<file path="src/rtl/psx_pkg.sv">
// Shared PPB-side constants for the PSX controller protocol layer.
// Holds the protocol bytes, the responder FSM encoding and the pad snapshot layout.
package psx_pkg;

    localparam logic [7:0] PAD_ADDR   = 8'h01;
    localparam logic [7:0] POLL_CMD   = 8'h42;
    localparam logic [7:0] DIGITAL_ID = 8'h41;
    localparam logic [7:0] ANALOG_ID  = 8'h73;
    localparam logic [7:0] SYNC_BYTE  = 8'h5A;
    localparam logic [7:0] IDLE_REPLY = 8'hFF;

    localparam logic [1:0] ST_ADDR   = 2'd0;
    localparam logic [1:0] ST_CMD    = 2'd1;
    localparam logic [1:0] ST_DATA   = 2'd2;
    localparam logic [1:0] ST_IGNORE = 2'd3;

    localparam logic [3:0] DIGITAL_PAYLOAD_LEN = 4'd2;
    localparam logic [3:0] ANALOG_PAYLOAD_LEN  = 4'd6;
    localparam logic [3:0] FIRST_PAYLOAD_IDX   = 4'd3;

    typedef struct packed {
        logic [15:0] buttons;
        logic [31:0] axes;     // {ly, lx, ry, rx}
        logic        analog;
    } pad_snapshot_t;

endpackage

</file>
<file path="src/rtl/psx_pad_responder.sv">
// Emulates a digital (0x41) or analog (0x73) pad answering the 0x01/0x42 poll on the PPB
// byte interface; pad state is captured on the address byte so each packet is coherent.
module psx_pad_responder
    import psx_pkg::*;
(
    input  logic        clk,
    input  logic        PPB_packet_reset,
    input  logic [7:0]  PPB_command,
    input  logic        PPB_command_strobe,
    input  logic        PPB_reply_ready,
    output logic [7:0]  PPB_reply,
    output logic        PPB_ack_strobe,
    input  logic [15:0] pad_buttons,
    input  logic [31:0] pad_axes,
    input  logic        pad_analog_mode,
    output logic        poll_done,
    output logic        protocol_error
);

    logic [1:0]    state_q, state_d;
    logic [3:0]    byte_idx_q, byte_idx_d;
    pad_snapshot_t snap_q, snap_d;
    logic [7:0]    reply_q, reply_d;
    logic          ack_q, ack_d;
    logic          done_q, done_d;
    logic          err_q, err_d;
    logic          ready_flag_q, ready_flag_d;
    logic          first_seen_q, first_seen_d;

    logic [7:0]    payload_byte;
    logic [3:0]    last_idx;

    // byte_idx names the reply byte being produced, so the packet ends when the
    // strobe arrives for the byte after the final payload reply.
    assign last_idx = FIRST_PAYLOAD_IDX +
                      (snap_q.analog ? ANALOG_PAYLOAD_LEN : DIGITAL_PAYLOAD_LEN);

    always_comb begin
        // NOTE: every combinational output gets a default first so no latch is inferred.
        payload_byte = IDLE_REPLY;
        case (byte_idx_q)
            4'd3:    payload_byte = ~snap_q.buttons[7:0];
            4'd4:    payload_byte = ~snap_q.buttons[15:8];
            4'd5:    payload_byte = snap_q.axes[7:0];
            4'd6:    payload_byte = snap_q.axes[15:8];
            4'd7:    payload_byte = snap_q.axes[23:16];
            4'd8:    payload_byte = snap_q.axes[31:24];
            default: payload_byte = IDLE_REPLY;
        endcase
    end

    always_comb begin
        state_d    = state_q;
        byte_idx_d = byte_idx_q;
        snap_d     = snap_q;
        reply_d    = reply_q;
        ack_d      = 1'b0;
        done_d     = 1'b0;

        if (PPB_command_strobe) begin
            case (state_q)
                ST_ADDR: begin
                    if (PPB_command == PAD_ADDR) begin
                        snap_d  = '{buttons: pad_buttons, axes: pad_axes, analog: pad_analog_mode};
                        reply_d = pad_analog_mode ? ANALOG_ID : DIGITAL_ID;
                        ack_d   = 1'b1;
                        state_d = ST_CMD;
                    end else begin
                        reply_d = IDLE_REPLY;
                        state_d = ST_IGNORE;
                    end
                end
                ST_CMD: begin
                    if (PPB_command == POLL_CMD) begin
                        reply_d    = SYNC_BYTE;
                        ack_d      = 1'b1;
                        byte_idx_d = FIRST_PAYLOAD_IDX;
                        state_d    = ST_DATA;
                    end else begin
                        reply_d = IDLE_REPLY;
                        state_d = ST_IGNORE;
                    end
                end
                ST_DATA: begin
                    if (byte_idx_q == last_idx) begin
                        reply_d = IDLE_REPLY;
                        done_d  = 1'b1;
                        state_d = ST_IGNORE;
                    end else begin
                        reply_d    = payload_byte;
                        byte_idx_d = byte_idx_q + 4'd1;
                        ack_d      = 1'b1;
                    end
                end
                default: begin
                    reply_d = IDLE_REPLY;
                    state_d = ST_IGNORE;
                end
            endcase
        end
    end

    // A reply_ready landing on a strobe cycle belongs to the next byte, so set wins.
    always_comb begin
        first_seen_d = first_seen_q | PPB_command_strobe;
        err_d        = err_q | (PPB_command_strobe & ~ready_flag_q & first_seen_q);
        if (PPB_reply_ready)
            ready_flag_d = 1'b1;
        else if (PPB_command_strobe)
            ready_flag_d = 1'b0;
        else
            ready_flag_d = ready_flag_q;
    end

    // NOTE: state is updated with non-blocking assignments so every register samples pre-edge values.
    always_ff @(posedge clk or posedge PPB_packet_reset) begin
        if (PPB_packet_reset) begin
            state_q      <= ST_ADDR;
            byte_idx_q   <= 4'd0;
            snap_q       <= '0;
            reply_q      <= IDLE_REPLY;
            ack_q        <= 1'b0;
            done_q       <= 1'b0;
            err_q        <= 1'b0;
            ready_flag_q <= 1'b0;
            first_seen_q <= 1'b0;
        end else begin
            state_q      <= state_d;
            byte_idx_q   <= byte_idx_d;
            snap_q       <= snap_d;
            reply_q      <= reply_d;
            ack_q        <= ack_d;
            done_q       <= done_d;
            err_q        <= err_d;
            ready_flag_q <= ready_flag_d;
            first_seen_q <= first_seen_d;
        end
    end

    assign PPB_reply      = reply_q;
    assign PPB_ack_strobe = ack_q;
    assign poll_done      = done_q;
    assign protocol_error = err_q;

endmodule

</file>
<file path="config.mk">
export PLATFORM = sky130hd
export DESIGN_NAME = psx_pad_responder
export DESIGN_NICKNAME = d
export VERILOG_FILES = /design/src/rtl/psx_pkg.sv /design/src/rtl/psx_pad_responder.sv
export SDC_FILE = /design/constraint.sdc
export NUM_CORES = 1
export LEC_CHECK = 0
export BUFFER_PORTS_ARGS = -buffer_cell sky130_fd_sc_hd__buf_4
export CORE_UTILIZATION = 40
export CTS_BUF_LIST = sky130_fd_sc_hd__clkbuf_4 sky130_fd_sc_hd__clkbuf_8 sky130_fd_sc_hd__clkbuf_16
export DETAILED_ROUTE_END_ITERATION = 7
export PLACE_DENSITY = 0.66
export SETUP_SLACK_MARGIN = 0.02
export SLEW_MARGIN = 20
export SYNTH_ARGS = -nofsm -noshare
export SYNTH_HDL_FRONTEND = slang
export SYNTH_SLANG_ARGS = --single-unit
</file>
<file path="constraint.sdc">
create_clock -name clk -period 2.53 [get_ports clk]
set_input_delay 0.506 -clock clk [delete_from_list [all_inputs] [get_ports clk]]
set_output_delay 0.506 -clock clk [all_outputs]
set_load 0.005 [all_outputs]
</file>
* Word-level counts from Yosys, hierarchy flattened
Cells that the tools add are included.
** Word-level totals
- Register bits :: 68
- Input bits :: 61
- Output and inout bits :: 11
- Logic and storage cells :: 64
** Operators by class
- Add/subtract/negate cells :: 2
- Eq/ne operators :: 14
- Muxes and demuxes :: 24
- Bitwise gates (word level) :: 7
- Reduce and logical (&&, ||, !) cells :: 6
** Operators with widths (number)
- $pmux W8 S6 :: 1
- $mux W8 :: 3
- $pmux W8 S3 :: 1
- $eq A4 B3 Y1 const B :: 4
- $not A8 Y8 :: 2
- $mux W1 :: 10
- $eq A8 B1 Y1 const B :: 1
- $eq A8 B7 Y1 const B :: 1
- $mux W4 :: 2
- $pmux W4 S2 :: 1
- $mux W6 :: 1
- $ne A2 B2 Y1 const B :: 3
- $pmux W2 S3 :: 1
- $add A2 B3 Y4 const A :: 1
- $add A4 B1 Y4 const B :: 1
- $eq A4 B2 Y1 const B :: 1
- $eq A4 B4 Y1 :: 1
- $eq A4 B4 Y1 const B :: 1
- $mux W2 :: 2
- $reduce_and A4 Y1 :: 1
- $reduce_bool A2 Y1 :: 2
- $mux W3 :: 1
- $pmux W1 S3 :: 1
- $reduce_and A3 Y1 :: 1
- 7 further kinds :: 9

* Logic depth before layout (Yosys ltp)
Gate-level depths: netlist (run 1).
- Depth after elaboration :: 6
- Depth in mapped cells :: 7
- Depth with buffers taken out :: 6

* Least setup slack after synthesis (run 1)
Ideal clock, no wire load.
- Path kind :: register to register
- Start point :: reg byte_idx_q[1]
- End point :: reg reply_q[0], in the netlist PPB_reply[0]
- Library setup time :: 89 ps
- Data arrival time :: 1651 ps
- Required time :: 2441 ps
- Path slack :: 790 ps
- Cell stages (with the launch flop) :: 8
- Buffers on the path :: 1
- Period minus slack after synthesis :: 1740 ps
- Path through :: dfrtp_1 inv_1 ha_1 buf_6 o32a_1 o22ai_1 nor3_1 a211oi_1
** Between the ends
- Cells in the longest elaborated chain, start to end :: 4
- Elaborated cells between the ends (all ways) :: 10
- Classes of those cells :: 7 x eq/ne; 3 x mux
** RTL lines
- from (decl) :: line psx_pad_responder.sv:21 : logic [3:0] byte_idx_q, byte_idx_d;
- from (signal assigned) :: line psx_pad_responder.sv:129 : byte_idx_q <= byte_idx_d;
- $eq A4 B4 Y1, or another cell as far along :: line psx_pad_responder.sv:41 : case (byte_idx_q)
- $pmux W8 S6 :: line psx_pad_responder.sv:41
- $mux W8 * :: line psx_pad_responder.sv:85 : if (byte_idx_q == last_idx) begin
- $pmux W8 S3 * :: line psx_pad_responder.sv:61 : case (state_q)
- to (signal assigned) :: line psx_pad_responder.sv:131 : reply_q <= reply_d;
- to (decl) :: line psx_pad_responder.sv:23 : logic [7:0] reply_q, reply_d;
Every way passes the cells marked *; elsewhere a longest branch is shown, timed or not.
A chain may end at the register's enable or synchronous reset.

* Worst setup path after layout (run 1)
- Start point :: reg byte_idx_q[0]
- End point :: reg reply_q[0], in the netlist PPB_reply[0]
The elaborated chain is that of the path after synthesis.

==> flow_summary_export.csv, run 1 <==
group,metric,value,unit
critical_path,r2r-end,"PPB_reply[0]",
routing,vias_per_cell,5.32,
layout,most-common-layout-cells,"buf_4, dfrtp_1, mux2_4",
placed_design,routabilityCongestion,0.847,
die,rows,33,
timing,max_slew_margin,63.4,%
clock_tree,cts_resized,0,
global_routing,grt_max_degree,69,
clock_tree,cts_sinks,68,
logic_synthesis,synth_top_area_cell,"dfrtp_1",
critical_path,r2r-start,"byte_idx_q[0]",
routing,drt-total-wl,7620,um
die,io_pins,72,
power_and_ir_drop,peakVddDrop,0.303,mV
routing,antenna_left,0,
global_routing,grt_pass1_wl,12600,um
logic_synthesis,synth_nets,326,
logic_synthesis,synth_edf_count,0,
timing,finalCritPeriodShare,83.0,%
timing,clock_skew,0.00330,ns
die,floorplan.initialDensity,41.7,%
logic_synthesis,yosysUniqueCellTypes,55,
layout,layout_commonest_cell,"buf_4",
routing,drc_errors,0,
clock_tree,htreeDepth,3,
timing,drv_slew,0,
placed_design,place_ws,0.476,ns
logic_synthesis,synth_area_leaders,"dfrtp_1, mux2_4, dfstp_2",
logic_synthesis,synth-async-reset-ratio,100,%
clock_tree,cts_setup_buffers,0,
power_and_ir_drop,p_leak,0.00212,uW
worst_hold_path,hold_class,"in -> async",
die,die_w,95.0,um
timing,hold_viol,0,
global_routing,antenna_found_initial,0,
timing,tightestPinTransition,0.549,ns
critical_path,cp-start-kind,"flip-flop",
timing,worst_slack,0.431,ns
placed_design,portBuffers,71,
critical_path,r2r_cells,6,
routing,vias,2335,
logic_synthesis,ys_seq_area_share,49.5,%
critical_path,endpoint_kind,"flip-flop",
clock_tree,clockBufferDepth,2,
global_routing,grt_use_total,18.8,%
critical_path,worstPathCellList,"inv_1, ha_1, o32a_1, o22ai_1, nor3_1, a211oi_1",
die,die-area,0.00902,mm^2
timing,setup_viol,0,
logic_synthesis,yosys_warnings,0,
critical_path,ff2ff_setup_slack,0.43,ns
routing,wl_per_cell,17.4,um
clock_tree,clk_pin_slew,0.07,ns
critical_path,crit_buf_inv,1,
logic_synthesis,avgSynthCellArea,13.2,um^2
job,drv_cap,0,
timing,post-route-min-period,2.10,ns
timing,max_freq,476,MHz
timing,setup_tns,0,ns
logic_synthesis,synthFlopType,"dfrtp_1",
placed_design,hpwl,5380,um
clock_tree,cts_made_buffers,9,
critical_path,path_max_fanout,11,
die,coreArea,0.00830,mm^2
clock_tree,clk_latency,0.34,ns
layout,drive_above_1_share,47.0,%
logic_synthesis,yosysTopAreaCellShare,43.4,%
clock_tree,cts_tree,"done",
layout,antennaDiodeCount,0,
timing,rsz0062_at_grt,"false",
placed_design,dp.cells,423,
critical_path,slowest_stage,"dfrtp_1",
routing,drt_first_iter_violations,219,
clock_tree,root_buffer,"clkbuf_8",
outcome,status,"completed",
clock_tree,holdBufCountCts,0,
routing,first_pass_iters,5,
critical_path,max_stage_delay,0.43,ns
logic_synthesis,netlist_area,0.00346,mm^2
critical_path,worstPathArrival,2.36,ns
layout,area_growth,22.5,%
global_routing,first_global_vias,2408,
global_routing,overflow,0,
layout,stdcell_count,439,
critical_path,worstSetupPathType,"reg -> reg",
logic_synthesis,synth-seq-cells,68,
critical_path,crit_required,2.79,ns
die,fp.dieH,95.0,um
power_and_ir_drop,power.density,691,mW/mm^2
layout,nets,394,
critical_path,cp_top_family,"compound AO/OA/AOI/OAI gates",
logic_synthesis,syn_inst,261,
worst register-to-register path: cells and delay by family, from the launching register on:
| kind | cells | cell delay (ns) |
|---|---|---|
| buffers and inverters | 1 | 0.10 |
| and+or+nand+nor | 1 | 0.16 |
| DFF | 1 | 0.43 |
| adders and majority gates | 1 | 0.35 |
| AOI/OAI and AO/OA | 3 | 0.98 |
routing by layer:
| layer | wire, um | track usage (%) |
|---|---|---|
| met5 | 0 | 0 |
| met4 | 169 | 8.84 |
| met3 | 324 | 3.14 |
| met2 | 3510 | 28.1 |
| met1 | 3620 | 26.6 |
Yosys cell counts (3+ instances only):
master	number
inv_1	9
o221ai_1	3
nor2_1	8
nor4_1	5
ha_1	4
nand2_1	8
mux2_2	4
dfrtp_1	60
a211oi_1	3
o21ai_0	5
clkbuf_1	3
dfstp_2	8
nor2b_1	3
nand3_1	4
mux2_4	46
a22oi_1	7
a21oi_1	9
nor3_1	3
a31oi_1	3
buf_2	5
buf_6	8
o22ai_1	4
nand2b_1	9
cell families after synthesis:
group / after synthesis / share of synthesized area (%)
AO/OA/AOI/OAI: 58 / 12.3
adder cells (fa/ha/maj): 4 / 1.45
AND/OR/NAND/NOR: 54 / 10.5
buffers and inverters: 27 / 5.03
multiplexers: 50 / 21.3
flip-flops: 68 / 49.5
layout make-up:
type	count	area [um^2]
Clock inverter	5	50.0
Fill cell	745	4060
Clock buffer	11	151
Sequential cell	68	1710
Tap cell	105	131
Inverter	10	40.0
Multi-Input combinational cell	166	1570
Timing Repair Buffer	74	581
flip-flops by register name, summed over array words and instances (netlist names):
signal / cells
ready_flag_q: 1
PPB_ack_strobe: 1
poll_done: 1
byte_idx_q: 4
state_q: 2
protocol_error: 1
snap_q: 49
PPB_reply: 8
first_seen_q: 1
through the flow:
stage / hold WS (ns) / utilization, % / total power [uW] / instance area [um^2]
2_1_floorplan: 0.429 / - / 1780 / 3460
3_3_place_gp: 0.449 / 48.6 / 2020 / 4040
3_5_place_dp: 0.453 / 48.6 / 2030 / 4040
4_1_cts: 0.238 / 51.0 / 2950 / 4240
5_1_grt: 0.269 / 51.0 / 3070 / 4240
6_report: 0.227 / 51.0 / 2930 / 4240
how the worst max path moves through the flow:
stage / startpoint / to / cells after the start
CTS: byte_idx_q[0] / PPB_reply[0] / 6
finish: byte_idx_q[0] / PPB_reply[0] / 6
floorplan: PPB_packet_reset / PPB_ack_strobe / 1
detailed placement: byte_idx_q[0] / PPB_reply[0] / 6
global route: byte_idx_q[0] / PPB_reply[5] / 6
global placement: byte_idx_q[0] / PPB_reply[0] / 6
where the power goes:
part	switching (uW)	leakage, uW	total (uW)	internal (uW)
Combinational	429	0.00112	758	329
Clock	404	0.000109	905	502
Sequential	89.7	0.000889	1260	1170
Total	922	0.00212	2930	2000
(Power assumes the default switching activity.)
==> run 2: changes to the inputs <==
clock period = 2.2 ns   (was 2.53 ns; I/O delays follow)
==> flow_summary_export.csv, run 2 (same netlist as run 1, synthesis figures left out) <==
group,metric,value,unit
routing,wl_per_cell,17.4,um
layout,stdcell_count,437,
layout,layout_commonest_cell,"buf_4",
layout,drive_above_1_share,47.0,%
timing,setup_tns,0,ns
layout,nets,394,
clock_tree,clk_latency,0.33,ns
power_and_ir_drop,p_switching,1030,uW
placed_design,hpwl,5460,um
clock_tree,cts_setup_buffers,0,
placed_design,place_area,0.00404,mm^2
timing,finalCritPeriodShare,90.8,%
clock_tree,clk_pin_slew,0.07,ns
routing,drt-total-wl,7610,um
die,rows,33,
layout,design_area,0.00425,mm^2
outcome,status,"completed",
timing,drv_slew,0,
clock_tree,cts_made_buffers,9,
routing,antenna_left,0,
power_and_ir_drop,clkPwrFrac,31.2,%
job,drv_cap,0,
power_and_ir_drop,peakVddDrop,0.343,mV
clock_tree,cts_sinks,68,
layout,postLayoutCoreUtil,51.2,%
placed_design,portBuffers,71,
global_routing,antenna_found_initial,0,
global_routing,overflow,0,
critical_path,endpoint_kind,"flip-flop",
layout,area_growth,22.9,%
critical_path,crit_required,2.43,ns
power_and_ir_drop,pwr-share-seq,42.7,%
die,die-area,0.00902,mm^2
global_routing,grt_use_total,18.8,%
power_and_ir_drop,power.density,800,mW/mm^2
routing,vias,2345,
timing,tightestPinTransition,0.532,ns
critical_path,worstPathArrival,2.23,ns
clock_tree,root_buffer,"clkbuf_8",
placed_design,dp.cells,423,
die,coreArea,0.00830,mm^2
routing,drt_first_iter_violations,176,
die,die_w,95.0,um
critical_path,slowest_stage,"dfrtp_1",
timing,hold_viol,0,
critical_path,max_stage_delay,0.43,ns
layout,antennaDiodeCount,0,
routing,first_pass_iters,6,
worst_hold_path,hold_class,"in -> async",
critical_path,worstSetupPathType,"reg -> reg",
clock_tree,holdBufCountCts,0,
routing,vias_per_cell,5.37,
power_and_ir_drop,p_comb_share,26.2,%
placed_design,routabilityCongestion,0.874,
critical_path,r2r-start,"byte_idx_q[1]",
critical_path,cp-start-kind,"flip-flop",
timing,setup_viol,0,
die,floorplan.initialDensity,41.7,%
layout,nFillCells,761,
layout,regMostFlops,"snap_q",
power_and_ir_drop,p_int,2370,uW
critical_path,worstPathCellList,"inv_1, ha_1, o32a_1, o22ai_2, a2111oi_0, o221ai_1",
routing,drc_errors,0,
timing,max_slew_margin,64.3,%
critical_path,worstSetupStartpoint,"byte_idx_q[1]",
timing,clock_skew,0.00632,ns
power_and_ir_drop,power.share.switching,30.3,%
layout,most-common-layout-cells,"buf_4, dfrtp_1, mux2_4",
clock_tree,cts_tree,"done",
timing,rsz0062_at_grt,"false",
clock_tree,htreeDepth,3,
die,fp.dieH,95.0,um
timing,max_freq,501,MHz
die,io_pins,72,
layout,largest_reg_flops,49,
global_routing,grt_pass1_wl,12500,um
clock_tree,clockBufferDepth,2,
timing,post-route-min-period,2.00,ns
global_routing,first_global_vias,2402,
critical_path,path_max_fanout,11,
power_and_ir_drop,power,3400,uW
global_routing,grt_max_degree,69,
power_and_ir_drop,p_leak,0.00212,uW
==> run 2: cell types whose count changed in the layout (fill, tap and decap cells not counted) <==
cell,previous run,this run
clkbuf_8,11,13
o22ai_1,4,3
clkinv_2,4,0
o22ai_2,0,1
==> run 2: layout make-up <==
type / count / area (um^2) / area share (%)
clock buffer: 13 / 179 / 4.21
tap: 105 / 131 / 3.09
inverter: 10 / 40.0 / 0.942
clock inverter: 1 / 30.0 / 0.707
sequential: 68 / 1710 / 40.3
multi-input combinational: 166 / 1580 / 37.1
timing repair buffer: 74 / 581 / 13.7
==> run 2: worst max-delay path: cells and delay by family (launching register included) <==
family                     cells  cell delay (ns)
buffers and inverters          1             0.12
AOI/OAI and AO/OA              4             0.96
DFF                            1             0.43
adders and majority gates      1             0.40
==> run 2: per-layer routing <==
metal	vias to the layer above	wire length, um	GRT usage (%)
met1	1165	3480	25.5
met3	11	343	5.23
met5	-	0	0
li1	1105	-	-
met2	64	3630	29.0
met4	0	147	6.44
==> run 2: stage by stage <==
step           hold WS (ns)  worst slack (ns)
6_report              0.183             0.202
5_1_grt               0.204            0.0507
4_1_cts               0.192             0.171
3_5_place_dp          0.451             0.183
3_3_place_gp          0.442             0.264
2_1_floorplan         0.429            0.0617
==> run 2: repair_timing <==
action,4_1_cts,5_1_grt
gates resized for setup,0,1
setup endpoints to repair,0,4
endpoints found under the hold margin,0,0
==> run 2: final timing paths <==
path | end | slack, ns | depth (start not counted)
min | snap_q[16] | 0.18 | 3
max reg2reg | PPB_reply[5] | 0.20 | 6
max in group asynchronous | PPB_reply[7] | 1.69 | 3
min reg2reg | protocol_error | 0.45 | 1
max | PPB_reply[5] | 0.20 | 6
min in group clk | ready_flag_q | 0.29 | 2
==> run 2: power by group through the flow <==
stage | clock network [uW] | logic (uW) | registers [uW]
final | 1060 | 889 | 1450
after global routing | 1150 | 968 | 1470
after CTS | 1090 | 873 | 1450
after detailed placement | 0 | 867 | 1470
after global placement | 0 | 848 | 1470
after floorplan | 0 | 619 | 1430
==> run 3: changes to the inputs <==
BUFFER_PORTS_ARGS = unset   (was -buffer_cell sky130_fd_sc_hd__buf_4)
DONT_BUFFER_PORTS = 1   (was unset)
PLACE_DENSITY = 0.59   (was 0.66)
RECOVER_POWER = 25   (was unset)
==> flow_summary_export.csv, run 3 (same netlist as run 1, synthesis figures left out) <==
group,metric,value,unit
critical_path,crit_required,2.44,ns
layout,area_growth,7.46,%
global_routing,grt_use_total,17.9,%
placed_design,hpwl,5340,um
die,fp.dieH,95.0,um
power_and_ir_drop,p_leak,0.00180,uW
power_and_ir_drop,clkPwrFrac,29.3,%
timing,clock_skew,0.0155,ns
critical_path,r2r_cells,6,
layout,layout_commonest_cell,"dfrtp_1",
die,floorplan.initialDensity,41.7,%
power_and_ir_drop,power.share.switching,32.0,%
critical_path,r2r-end,"PPB_reply[5]",
timing,tightestPinTransition,0.826,ns
routing,drt-total-wl,7320,um
timing,post-route-min-period,2.02,ns
power_and_ir_drop,power.density,839,mW/mm^2
timing,setup_viol,0,
placed_design,dp.cells,356,
placed_design,place_ws,0.243,ns
clock_tree,cts_made_buffers,9,
critical_path,ff2ff_setup_slack,0.18,ns
timing,setup_tns,0,ns
clock_tree,clk_latency,0.34,ns
clock_tree,holdBufCountCts,1,
timing,worst_slack,0.182,ns
global_routing,antenna_found_initial,0,
layout,nFillCells,755,
global_routing,grt_pass1_wl,11800,um
clock_tree,cts_tree,"done",
layout,regMostFlops,"snap_q",
timing,rsz0062_at_grt,"false",
routing,top_layer,"met4",
worst_hold_path,worstHoldPathCells,1,
clock_tree,clockBufferDepth,2,
global_routing,overflow,0,
die,die_w,95.0,um
critical_path,endpoint_kind,"flip-flop",
routing,wl_per_cell,19.6,um
power_and_ir_drop,peakVddDrop,0.347,mV
critical_path,path_max_fanout,9,
critical_path,cp-start-kind,"flip-flop",
clock_tree,htreeDepth,3,
clock_tree,cts_setup_buffers,0,
placed_design,routabilityCongestion,0.890,
clock_tree,cts_sinks,68,
power_and_ir_drop,pwr-share-seq,46.9,%
routing,drc_errors,0,
layout,antennaDiodeCount,0,
job,drv_cap,0,
power_and_ir_drop,p_switching,996,uW
die,io_pins,72,
worst_hold_path,hp-start,"PPB_reply_ready",
layout,largest_reg_flops,49,
timing,max_freq,496,MHz
layout,stdcell_count,373,
outcome,status,"completed",
layout,nets,328,
timing,hold_viol,0,
die,rows,33,
layout,drive_above_1_share,32.8,%
clock_tree,root_buffer,"clkbuf_8",
routing,vias_per_cell,5.61,
worst_hold_path,hold_class,"in -> reg",
critical_path,r2r-start,"byte_idx_q[0]",
power_and_ir_drop,p_int,2120,uW
routing,first_pass_iters,4,
critical_path,worstSetupPathType,"reg -> reg",
routing,vias,2093,
die,coreArea,0.00830,mm^2
die,die-area,0.00902,mm^2
clock_tree,cts_resized,0,
timing,max_slew_margin,44.9,%
power_and_ir_drop,p_comb_share,23.7,%
routing,wl_met3,416,um
timing,drv_slew,0,
worst_hold_path,hold_path_end,"ready_flag_q",
routing,wl_met1,3400,um
timing,finalCritPeriodShare,91.7,%
critical_path,worstPathArrival,2.26,ns
global_routing,first_global_vias,2182,
layout,most-common-layout-cells,"dfrtp_1, mux2_4, clkbuf_8",
routing,wl_met2,3230,um
clock_tree,clk_pin_slew,0.08,ns
placed_design,portBuffers,0,
global_routing,grt_max_degree,33,
routing,antenna_left,0,
routing,drt_first_iter_violations,175,
run 3: cell count changes in the layout (fill, tap and decap cells not counted):
cell           delta
buf_4            -68
clkbuf_4          +3
clkbuf_8          -3
clkinv_2          +3
buf_12            +1
bufinv_16         -1
dlygate4sd3_1     +1
inv_1             +1
inv_2             -1
nor4_1            +1
nor4_4            -1
o22ai_1           +1
o22ai_2           -1
run 3: worst max path at each step:
stage                           from              to  slack [ns]  cells after the start
floorplan           PPB_packet_reset  PPB_ack_strobe        0.06                      1
global placement       byte_idx_q[0]    PPB_reply[5]        0.33                      5
detailed placement     byte_idx_q[0]    PPB_reply[0]        0.24                      6
CTS                    byte_idx_q[0]    PPB_reply[5]        0.23                      6
global route           byte_idx_q[0]    PPB_reply[0]        0.07                      6
finish                 byte_idx_q[0]    PPB_reply[5]        0.18                      6
run 3: power groups by stage:
stage	Clock (uW)	Combinational, uW	Sequential, uW
after floorplan	0	619	1430
after global placement	0	732	1480
after detailed placement	0	731	1490
after CTS	943	740	1460
after global routing	1000	814	1480
final	913	740	1460
run 3: final cells by class:
| cell class | instances | area, um^2 | share of cell area (%) |
|---|---|---|---|
| sequential | 68 | 1710 | 46.1 |
| inverter | 10 | 40.0 | 1.08 |
| clock buffer | 13 | 160 | 4.31 |
| tap | 105 | 131 | 3.54 |
| multi-input combinational | 166 | 1560 | 41.9 |
| timing repair buffer | 8 | 100 | 2.69 |
| clock inverter | 3 | 15.0 | 0.404 |
run 3: per-stage QoR:
step	power [uW]	hold WS (ns)	utilization [%]	area [um^2]
5_1_grt	3300	0.175	44.8	3710
3_3_place_gp	2210	0.363	42.7	3540
3_5_place_dp	2220	0.366	42.7	3540
4_1_cts	3140	0.168	44.9	3730
6_report	3120	0.181	44.8	3710
2_1_floorplan	2050	0.429	-	3460
run 3: critical path, cell delays in order (launching register included):
cell and delay [ns]:
dfrtp_1 0.44, inv_1 0.10, ha_1 0.33, o32a_1 0.19
o22ai_1 0.15, a2111oi_0 0.50, o221ai_1 0.20
run 3: routing by layer:
metal | track usage (%) | vias up
li1 | - | 973
met1 | 25.7 | 1028
met2 | 24.5 | 75
met3 | 4.03 | 17
met4 | 10.7 | 0
met5 | 0 | -
